--- src/rtl/ff_bist_pkg.sv ---
// Shared FSM states, March element codes and per-element access counts
// for the ff_m_* flop-array March C- self-test controller.
package ff_bist_pkg;

  typedef enum logic [2:0] {
    ST_IDLE  = 3'd0,
    ST_M0    = 3'd1,
    ST_M1    = 3'd2,
    ST_M2    = 3'd3,
    ST_M3    = 3'd4,
    ST_DRAIN = 3'd5,
    ST_DONE  = 3'd6
  } state_t;

  localparam logic [1:0] ELEM_M0 = 2'd0;
  localparam logic [1:0] ELEM_M1 = 2'd1;
  localparam logic [1:0] ELEM_M2 = 2'd2;
  localparam logic [1:0] ELEM_M3 = 2'd3;

  // Array accesses spent on each address, indexed by element code.
  localparam logic [1:0] OPS_PER_ADDR [4] = '{2'd1, 2'd2, 2'd2, 2'd1};

  function automatic logic [1:0] elemOf(input state_t s);
    logic [1:0] e;
    case (s)
      ST_M1:   e = ELEM_M1;
      ST_M2:   e = ELEM_M2;
      ST_M3:   e = ELEM_M3;
      default: e = ELEM_M0;
    endcase
    return e;
  endfunction

  function automatic logic isMarch(input state_t s);
    return (s == ST_M0) || (s == ST_M1) || (s == ST_M2) || (s == ST_M3);
  endfunction

endpackage

--- src/rtl/ff_bist_cmp_pipe.sv ---
// Read-compare path: delays each read tag until its data returns from the
// array, flags miscompares and keeps the address/element of the first one.
module ff_bist_cmp_pipe #(
  parameter int WIDTH   = 4,
  parameter int BITADDR = 5,
  parameter int RDLAT   = 0
) (
  input  logic               clk,
  input  logic               rst,
  input  logic               i_clr,
  input  logic               i_valid,
  input  logic [WIDTH-1:0]   i_exp,
  input  logic [BITADDR-1:0] i_adr,
  input  logic [1:0]         i_elem,
  input  logic [WIDTH-1:0]   i_dout,
  output logic               o_fail,
  output logic [BITADDR-1:0] o_failAdr,
  output logic [1:0]         o_failElem
);

  typedef struct packed {
    logic               valid;
    logic [WIDTH-1:0]   exp;
    logic [BITADDR-1:0] adr;
    logic [1:0]         elem;
  } tag_t;

  tag_t w_in;
  tag_t w_tap;
  logic w_miss;

  assign w_in = {i_valid, i_exp, i_adr, i_elem};

  generate
    if (RDLAT == 0) begin : g_direct
      assign w_tap = w_in;
    end else begin : g_delay
      tag_t r_dly [RDLAT];

      always_ff @(posedge clk or negedge rst) begin
        if (!rst) begin
          for (int i = 0; i < RDLAT; i++) r_dly[i] <= '0;
        end else begin
          r_dly[0] <= w_in;
          for (int i = 1; i < RDLAT; i++) r_dly[i] <= r_dly[i-1];
        end
      end

      assign w_tap = r_dly[RDLAT-1];
    end
  endgenerate

  assign w_miss = w_tap.valid && (i_dout != w_tap.exp);

  // fail is sticky; the location registers load only on the first miss.
  always_ff @(posedge clk or negedge rst) begin
    if (!rst) begin
      o_fail     <= 1'b0;
      o_failAdr  <= '0;
      o_failElem <= '0;
    end else if (i_clr) begin
      o_fail     <= 1'b0;
      o_failAdr  <= '0;
      o_failElem <= '0;
    end else if (w_miss) begin
      o_fail <= 1'b1;
      if (!o_fail) begin
        o_failAdr  <= w_tap.adr;
        o_failElem <= w_tap.elem;
      end
    end
  end

endmodule

--- src/rtl/ff_m_bist_ctrl.sv ---
// March C- style BIST initiator for ff_m_* flop arrays: sequences the four
// March elements over 0..NUMADDR-1 and reports pass/fail with first failure.
module ff_m_bist_ctrl
  import ff_bist_pkg::*;
#(
  parameter int WIDTH   = 4,
  parameter int NUMADDR = 32,
  parameter int BITADDR = 5,
  parameter int RDLAT   = 0
) (
  input  logic               clk,
  input  logic               rst,
  input  logic               start,
  output logic               read,
  output logic               write,
  output logic [BITADDR-1:0] rd_adr,
  output logic [BITADDR-1:0] wr_adr,
  output logic [WIDTH-1:0]   din,
  output logic [WIDTH-1:0]   bw,
  input  logic [WIDTH-1:0]   rd_dout,
  output logic               busy,
  output logic               done,
  output logic               fail,
  output logic [BITADDR-1:0] fail_adr,
  output logic [1:0]         fail_elem
);

  localparam logic [BITADDR-1:0] LAST_ADR   = BITADDR'(NUMADDR - 1);
  localparam logic [1:0]         DRAIN_LAST = 2'(RDLAT - 1);

  state_t             r_state;
  logic [BITADDR-1:0] r_adr;
  logic               r_phase;
  logic [1:0]         r_drainCnt;
  logic               r_read;
  logic               r_write;
  logic [WIDTH-1:0]   r_din;
  logic [WIDTH-1:0]   r_bw;
  logic [WIDTH-1:0]   r_exp;
  logic [1:0]         r_elem;
  logic               r_busy;
  logic               r_done;

  state_t             w_nxtState;
  logic [BITADDR-1:0] w_nxtAdr;
  logic               w_nxtPhase;
  logic [1:0]         w_nxtDrain;
  logic               w_startAcc;
  logic               w_lastOp;
  logic               w_lastAdr;
  logic               w_nxtRead;
  logic               w_nxtWrite;
  logic [WIDTH-1:0]   w_nxtDin;
  logic [WIDTH-1:0]   w_nxtExp;

  assign w_lastOp  = ({1'b0, r_phase} == (OPS_PER_ADDR[elemOf(r_state)] - 2'd1));
  assign w_lastAdr = (r_state == ST_M2) ? (r_adr == '0) : (r_adr == LAST_ADR);

  // r_state/r_adr/r_phase name the access presented this cycle.
  always_comb begin
    w_nxtState = r_state;
    w_nxtAdr   = r_adr;
    w_nxtPhase = r_phase;
    w_nxtDrain = r_drainCnt;
    w_startAcc = 1'b0;
    case (r_state)
      ST_IDLE, ST_DONE: begin
        if (start) begin
          w_startAcc = 1'b1;
          w_nxtState = ST_M0;
          w_nxtAdr   = '0;
          w_nxtPhase = 1'b0;
        end
      end
      ST_M0, ST_M1, ST_M2, ST_M3: begin
        if (!w_lastOp) begin
          w_nxtPhase = 1'b1;
        end else begin
          w_nxtPhase = 1'b0;
          if (w_lastAdr) begin
            case (r_state)
              ST_M0: begin
                w_nxtState = ST_M1;
                w_nxtAdr   = '0;
              end
              ST_M1: begin
                w_nxtState = ST_M2;
                w_nxtAdr   = LAST_ADR;
              end
              ST_M2: begin
                w_nxtState = ST_M3;
                w_nxtAdr   = '0;
              end
              default: begin
                w_nxtAdr = '0;
                if (RDLAT == 0) begin
                  w_nxtState = ST_DONE;
                end else begin
                  w_nxtState = ST_DRAIN;
                  w_nxtDrain = DRAIN_LAST;
                end
              end
            endcase
          end else if (r_state == ST_M2) begin
            w_nxtAdr = r_adr - BITADDR'(1);
          end else begin
            w_nxtAdr = r_adr + BITADDR'(1);
          end
        end
      end
      ST_DRAIN: begin
        if (r_drainCnt == 2'd0) w_nxtState = ST_DONE;
        else                    w_nxtDrain = r_drainCnt - 2'd1;
      end
      default: w_nxtState = ST_IDLE;
    endcase
  end

  // Read-then-write elements read on phase 0 and write on phase 1.
  always_comb begin
    w_nxtRead  = 1'b0;
    w_nxtWrite = 1'b0;
    w_nxtDin   = '0;
    w_nxtExp   = '0;
    case (w_nxtState)
      ST_M0: w_nxtWrite = 1'b1;
      ST_M1: begin
        w_nxtRead  = !w_nxtPhase;
        w_nxtWrite = w_nxtPhase;
        w_nxtDin   = {WIDTH{w_nxtPhase}};
      end
      ST_M2: begin
        w_nxtRead  = !w_nxtPhase;
        w_nxtWrite = w_nxtPhase;
        w_nxtExp   = '1;
      end
      ST_M3: w_nxtRead = 1'b1;
      default: ;
    endcase
  end

  always_ff @(posedge clk or negedge rst) begin
    if (!rst) begin
      r_state    <= ST_IDLE;
      r_adr      <= '0;
      r_phase    <= 1'b0;
      r_drainCnt <= '0;
      r_read     <= 1'b0;
      r_write    <= 1'b0;
      r_din      <= '0;
      r_bw       <= '0;
      r_exp      <= '0;
      r_elem     <= '0;
      r_busy     <= 1'b0;
      r_done     <= 1'b0;
    end else begin
      r_state    <= w_nxtState;
      r_adr      <= w_nxtAdr;
      r_phase    <= w_nxtPhase;
      r_drainCnt <= w_nxtDrain;
      r_read     <= w_nxtRead;
      r_write    <= w_nxtWrite;
      r_din      <= w_nxtDin;
      r_bw       <= {WIDTH{w_nxtWrite}};
      r_exp      <= w_nxtExp;
      r_elem     <= elemOf(w_nxtState);
      r_busy     <= isMarch(w_nxtState) || (w_nxtState == ST_DRAIN);
      r_done     <= (w_nxtState == ST_DONE);
    end
  end

  assign read   = r_read;
  assign write  = r_write;
  assign rd_adr = r_adr;
  assign wr_adr = r_adr;
  assign din    = r_din;
  assign bw     = r_bw;
  assign busy   = r_busy;
  assign done   = r_done;

  ff_bist_cmp_pipe #(
    .WIDTH   (WIDTH),
    .BITADDR (BITADDR),
    .RDLAT   (RDLAT)
  ) u_cmp (
    .clk        (clk),
    .rst        (rst),
    .i_clr      (w_startAcc),
    .i_valid    (r_read),
    .i_exp      (r_exp),
    .i_adr      (r_adr),
    .i_elem     (r_elem),
    .i_dout     (rd_dout),
    .o_fail     (fail),
    .o_failAdr  (fail_adr),
    .o_failElem (fail_elem)
  );

endmodule

--- config.mk ---
export PLATFORM = sky130hd
export DESIGN_NAME = ff_m_bist_ctrl
export DESIGN_NICKNAME = d
export VERILOG_FILES = /design/src/rtl/ff_bist_pkg.sv /design/src/rtl/ff_bist_cmp_pipe.sv /design/src/rtl/ff_m_bist_ctrl.sv
export SDC_FILE = /design/constraint.sdc
export NUM_CORES = 1
export LEC_CHECK = 0
export ABC_AREA = 1
export CORE_MARGIN = 8
export CORE_UTILIZATION = 46
export DETAILED_ROUTE_END_ITERATION = 6
export PLACE_DENSITY = 0.76
export SLEW_MARGIN = 0
export SYNTH_ARGS = -nofsm -noshare
export SYNTH_HDL_FRONTEND = slang
export SYNTH_HIERARCHICAL = 1
export SYNTH_SLANG_ARGS = --single-unit
--- constraint.sdc ---
create_clock -name clk -period 1.65 [get_ports clk]
set_input_delay 0.4125 -clock clk [delete_from_list [all_inputs] [get_ports clk]]
set_output_delay 0.4125 -clock clk [all_outputs]
set_load 0.02 [all_outputs]
# --- Yosys cells after proc, flatten, opt, wreduce, memory -nomap -nowiden ---
# Cells that the tools add are included.
# W data, S select, Z words.
totals:
  elab_cells: 92
  ff_bits: 34
  output_inout_bits: 30
op_classes:
  n_reduce_logical: 17
  eq_ne: 18
  bitwise: 2
  n_lt_le_gt_ge: 1
  addsub: 4
  mux: 35
ops:
  columns: ["cell", "n"]
  rows:
  - ["$mux W5", 8]
  - ["$eq A3 B3 Y1 const B", 6]
  - ["$pmux W3 S3", 2]
  - ["$eq A3 B2 Y1 const B", 4]
  - ["$mux W3", 4]
  - ["$pmux W2 S3", 2]
  - ["$mux W2", 5]
  - ["$pmux W5 S2", 1]
  - ["$mux W4", 2]
  - ["$mux W1", 7]
  - ["$eq A3 B1 Y1 const B", 2]
  - ["$pmux W1 S2", 3]
  - ["$add A5 B1 Y5 const B", 1]
  - ["$eq A5 B5 Y1 const B", 1]
  - ["$logic_not A5 Y1", 1]
  - ["$sub A5 B1 Y5 const B", 1]
  - ["$bmux W2 S2", 1]
  - ["$logic_or A1 B1 Y1", 4]
  - ["$ne A2 B2 Y1 const B", 2]
  - ["$ne A4 B4 Y1", 1]
  - ["$reduce_and A2 Y1", 2]
  - ["$reduce_bool A2 Y1", 2]
  - ["$reduce_or A2 Y1", 2]
  - ["$reduce_or A4 Y1", 1]
  - ["11 further kinds", 12]

# --- Logic depth before layout (Yosys ltp) ---
logic_depth:
  ltp_word: 15
  ltp_mapped: 13
  depth_no_buf: 13

# --- Hierarchy ---
# Netlist, hierarchy kept.
by_module_without_submodules:
  columns: ["mod", "instances", "cells_each", "area_each_um2", "seq_area_each_um2"]
  rows:
  - ["ff_m_bist_ctrl", 1, 164, 1260.0, 475.5]
  - ["ff_bist_cmp_pipe", 1, 73, 493.0, 200.2]

# --- Least setup slack after synthesis ---
# Ideal clock, no wire load.
synth_path:
  kind: "register -> register"
  start: "register r_state[1]"
  end: "register r_adr[2] (netlist: rd_adr[2])"
  required_ns: 1.523
  path_slack_ns: -0.014
  setup_ns: 0.127
  path_stages_with_launch: 7
  t_arrival_ns: 1.537
  path_buffers: 0
  cell_sequence: "dfrtp_1 > nand3_4 > inv_1 > fa_1 > or2_2 > a21oi_1 > o21ai_0"
synth_between:
  elab_chain_len: 10
  elab_cells_between_ends: 25
synth_rtl:
  columns: ["element", "line_no", "text"]
  rows:
  - ["start: declaration", "ff_m_bist_ctrl.sv:31", "state_t r_state;"]
  - ["start signal: assignment", "ff_m_bist_ctrl.sv:157", "r_state <= w_nxtState;"]
  - ["$eq A3 B3 Y1 (tied with other cells)", "ff_bist_pkg.sv:25, ff_m_bist_ctrl.sv:66", null]
  - ["$pmux W2 S3", "ff_bist_pkg.sv:25", "case (s)"]
  - ["$not A2 Y3 (not written as such)", "ff_m_bist_ctrl.sv:56", "assign w_lastOp = ({1'b0, r_phase} == (OPS_PER_ADDR[elemOf(r_state)] - 2'd1));"]
  - ["$bmux W2 S2", "ff_m_bist_ctrl.sv:56", null]
  - ["$mux W2 (not written as such) (2 in series)", "ff_m_bist_ctrl.sv:56", null]
  - ["$sub A2 B1 Y2", "ff_m_bist_ctrl.sv:56", null]
  - ["$eq A1 B2 Y1", "ff_m_bist_ctrl.sv:56", null]
  - ["$ne A2 B2 Y1 (no line)", null, null]
  - ["$reduce_and A3 Y1 (no line)", null, null]
  - ["end signal: assignment", "ff_m_bist_ctrl.sv:158", "r_adr <= w_nxtAdr;"]
  - ["end: declaration", "ff_m_bist_ctrl.sv:32", "logic [BITADDR-1:0] r_adr;"]
# Several ways; a longest one is shown, not always the timed one. The select of a mux whose other input is x is not followed.
# A chain may end at the register's enable or synchronous reset.

# --- Worst setup path after layout ---
layout_path:
  start: "register r_state[1]"
  end: "register r_adr[4] (netlist: rd_adr[4])"
# The elaborated chain is that of the path after synthesis.

==> metrics.md <==
| Metric | Value |
|---|---|
| Outcome | finished, final reports clean |
| Number of standard cells in the layout, taps in and fillers out | 329 |
| Final Hold Vio Count | 0 |
| Setup repair after global routing missed its margin | yes |
| Reported leakage power | 1.35 nW |
| Syn Std Cell Area | around 1800 um^2 |
| Insertion delay of the later-clocked pin in the worst-skew pair | about 0.27 ns |
| Slew at the pin with the worst max-slew slack | roughly 0.34 ns |
| CTS Buf Count | 3 |
| Post-route DRC violation count | 0 |
| Drt pass-1 iters | 5 |
| Via count | 1557 |
| Count of flip-flops with a built-in enable after synthesis | 0 |
| Reg2Reg Capture Point | rd_adr[4] |
| Worst Setup SP | r_state[1] |
| Buffers from clock root to sink, at most | 2 |
| Crit-path max FO | 5 |
| CTS tree | yes |
| Number of slew-limit violations in the final report | 0 |
| Simple logic cell fraction of the synthesized area | 35.8% |
| First-pass GRT wire length | 6.20 mm |
| Area used by multi-input combinational logic | 861 um^2 |
| Worst-case register-to-register setup slack | around 0.021 ns |
| Die area | 6040 um^2 |
| Primary FF master, synth | dfrtp_1 |
| Fillcell total | 323 |
| Wire length after detailed routing | 3.86 mm |
| Power per cell area | 468 nW/um^2 |
| Portion of netlist area occupied by mux cells | 0% |
| Period utilization | 98.7% |
| Fin util | a little over three fifths |
| Kind of critical path | reg -> reg |
| Placed Cells incl. Taps | 316 |
| DR WL/cell | ~12 um |
| Adder-Cell Fraction of Synth Area | 4.00% |
| Minimum period implied by the final worst setup slack | 1.63 ns |
| Placement Rows | 22 |
| Final estimated routing congestion in global placement | 0.902 |
| FF-to-FF Start | r_state[1] |
| Initial standard-cell utilization of the core | 47.9% |
| DRT antenna net count | 0 |
| Core Area | ~3700 um^2 |
| List of most frequent post-synthesis cells | nand2_1 (68), inv_1 (39), dfrtp_1 (27) |
| Class of the worst hold path | reg -> reg |
| Dominant cells by area after synthesis | dfrtp_1 (39%), nand2_1 (15%), inv_1 (8.4%) |
| Mapped Cells | 237 |
| Clock transition at path regs | 0.09 ns |
| Max-slew headroom | 77.6% |
| Number of warnings printed during yosys synthesis | 6 |
| Share of the synthesized netlist area taken by xor and xnor gates | 0.500% |
| Pin count of the biggest net entering global routing | 28 |
| Vert. Die Dim | about 80 um |
| Proportion of layout cells with a drive suffix above 1 | 24.9% |
| Max Fclk | just over 600 MHz |
| Post-DP HPWL | 2.78 mm |
| Synthesized-area fraction occupied by ao, oa, aoi and oai cells | 5.57% |
| Maximum Capacitance Violations | 0 |
| Proportion of synthesized flip-flops having asynchronous set or reset | 100% |
| Worst clock skew | 0.00338 ns |
| Capturing instance or port of the critical path | rd_adr[4] |
| Number of antenna violations at the first check in global routing | 0 |
| First DRT Iteration DRCs | 61 |
| Clock tree root driver cell | clkbuf_8 |
| Area grow syn2layout | 30.9% |
| Sort of element at the start of the critical path | register |
| Count leader, synth | nand2_1 |
| CP endpoint kind | register |
| Syn nets | ~250 |
| I/O pin count | 37 |
| All-layer global routing usage | 11.9% |
| Critical path arrival | 1.78 ns |
| # port buffers | 36 |
| DIE WIDTH | 77.7 um |
| Area share of the leading cell type in the synthesized netlist | around two fifths |
| Synth Area per Inst | 7.40 um^2 |
| Ant. Diodes | 0 |
| Setup Viol. Count Final | 0 |
| Number of distinct standard cells referenced by the synthesized netlist | 26 |
| Flops & latches, synth | 27 |
| Vias in the first global route | 1415 |
| Overflow after GRT | 0 |
| Count of cells along the worst register-to-register path | 9 |
| Library cell with the largest summed area after synthesis | dfrtp_1 |
| Required time reported for the critical path endpoint | 1.80 ns |
| Total number of H-tree levels | 1 |
| Largest voltage drop on the vdd net | 0.401 mV |
| Vias per inst | 4.73 |
| Total power of the final layout | around 0.0011 W |
| Clock sink total | 27 |
| Nets | roughly 300 |
| Part of the Yosys area used for sequential elements | a little under 40% |
| Sequential cell area | 682 um^2 |
| Combinational family with the most area after synthesis | simple AND/OR/NAND/NOR gates |
==> layer usage <==
metal / global-route usage (%) / wire length, um / up-vias / part of all wire (%)
met5: 0 / 0 / - / 0
met4: 2.26 / 25 / 0 / 0.65
met3: 3.11 / 245 / 5 / 6.4
met2: 21.6 / 1960 / 45 / 51
met1: 13.8 / 1620 / 707 / 42
li1: - / - / 800 / -
==> critical path, cell delays in order, from the launching register on <==
cell and delay, ns:
dfrtp_2 0.45, nand3_4 0.11, inv_4 0.05, fa_2 0.34, nand2_2 0.08, a21oi_1 0.06
nor2_1 0.13, o21bai_1 0.08, a21oi_1 0.12, o22ai_1 0.08
==> sequential cells by signal, summed over array words and instances (netlist names) <==
register          cells
read                  1
u_cmp/o_fail          1
r_state               3
done                  1
r_exp                 1
busy                  1
r_drainCnt            2
r_elem                2
din                   1
rd_adr                5
r_phase               1
bw                    1
u_cmp/o_failElem      2
u_cmp/o_failAdr       5
==> cell families (layout without fill, tap and decap cells) <==
group / count (synthesis) / in the layout
XOR/XNOR: 1 / 1
adder cells (fa/ha/maj): 5 / 5
AND/OR/NAND/NOR: 128 / 128
flip-flops: 27 / 27
buffers and inverters: 58 / 102
AO/OA/AOI/OAI: 18 / 18
==> area by class of cell <==
cell class | instances | area share (%)
multi-input cells | 152 | 37.5
well taps | 48 | 2.62
clock buffers | 4 | 1.96
flip-flops and latches | 27 | 29.7
inverters | 45 | 7.69
repair buffers | 53 | 20.5
==> cells in the final DEF, fill, tap and decap left out, types with 2 or more instances in the layout <==
cell | Yosys | routed
clkdlybuf4s15_1 | 0 | 3
o21bai_1 | 2 | 2
nor2_2 | 4 | 4
inv_1 | 39 | 35
nand3_1 | 16 | 14
clkbuf_8 | 1 | 3
buf_4 | 12 | 14
nand2_4 | 5 | 6
o22ai_1 | 2 | 2
nand2_2 | 10 | 14
dfrtp_1 | 27 | 22
o21ai_0 | 8 | 4
buf_6 | 0 | 3
inv_2 | 6 | 8
nand3_4 | 2 | 3
nand3_2 | 2 | 3
ha_1 | 4 | 4
clkdlybuf4s50_1 | 0 | 7
dfrtp_2 | 0 | 5
a21oi_1 | 5 | 5
nor2_1 | 16 | 15
nand2_1 | 68 | 63
o21ai_1 | 1 | 5
dlygate4sd2_1 | 0 | 25
==> report_power, final <==
group | total (W) | internal [W] | switching, W
sequential | 0.000661 | 0.000661 | 0
combinational | 0.0000402 | 0.0000179 | 0.0000223
clock | 0.000372 | 0.000173 | 0.000199
==> metrics by stage <==
stage                     hold WS [ns]  area, um^2  worst slack, ns  TNS [ns]
after floorplan                  0.117        1750           0.0335         0
after global placement           0.455        2130         -0.00105  -0.00200
after detailed placement         0.469        2130          -0.0369    -0.251
after CTS                        0.482        2160         0.000635         0
after global routing             0.494        2290          -0.0797    -0.456
final                            0.479        2290           0.0212         0
==> worst min path at each step <==
stage	start	end	slack, ns	depth (start not counted)
CTS	r_drainCnt[0]	r_drainCnt[0]	0.48	1
global route	r_drainCnt[0]	r_drainCnt[0]	0.49	1
finish	r_drainCnt[0]	r_drainCnt[0]	0.48	1
global placement	r_drainCnt[0]	r_drainCnt[0]	0.45	1
floorplan	rst	busy	0.12	0
detailed placement	r_drainCnt[0]	r_drainCnt[0]	0.47	1
==> repair_timing <==
item | 4_1_cts | 5_1_grt
setup buffers | 1 | 8
resized for setup | 32 | 31
setup endpoints to repair | 31 | 11
pin swaps | 1 | 10
hold buffers | 0 | 0
Power figures use the tool's default switching activity.
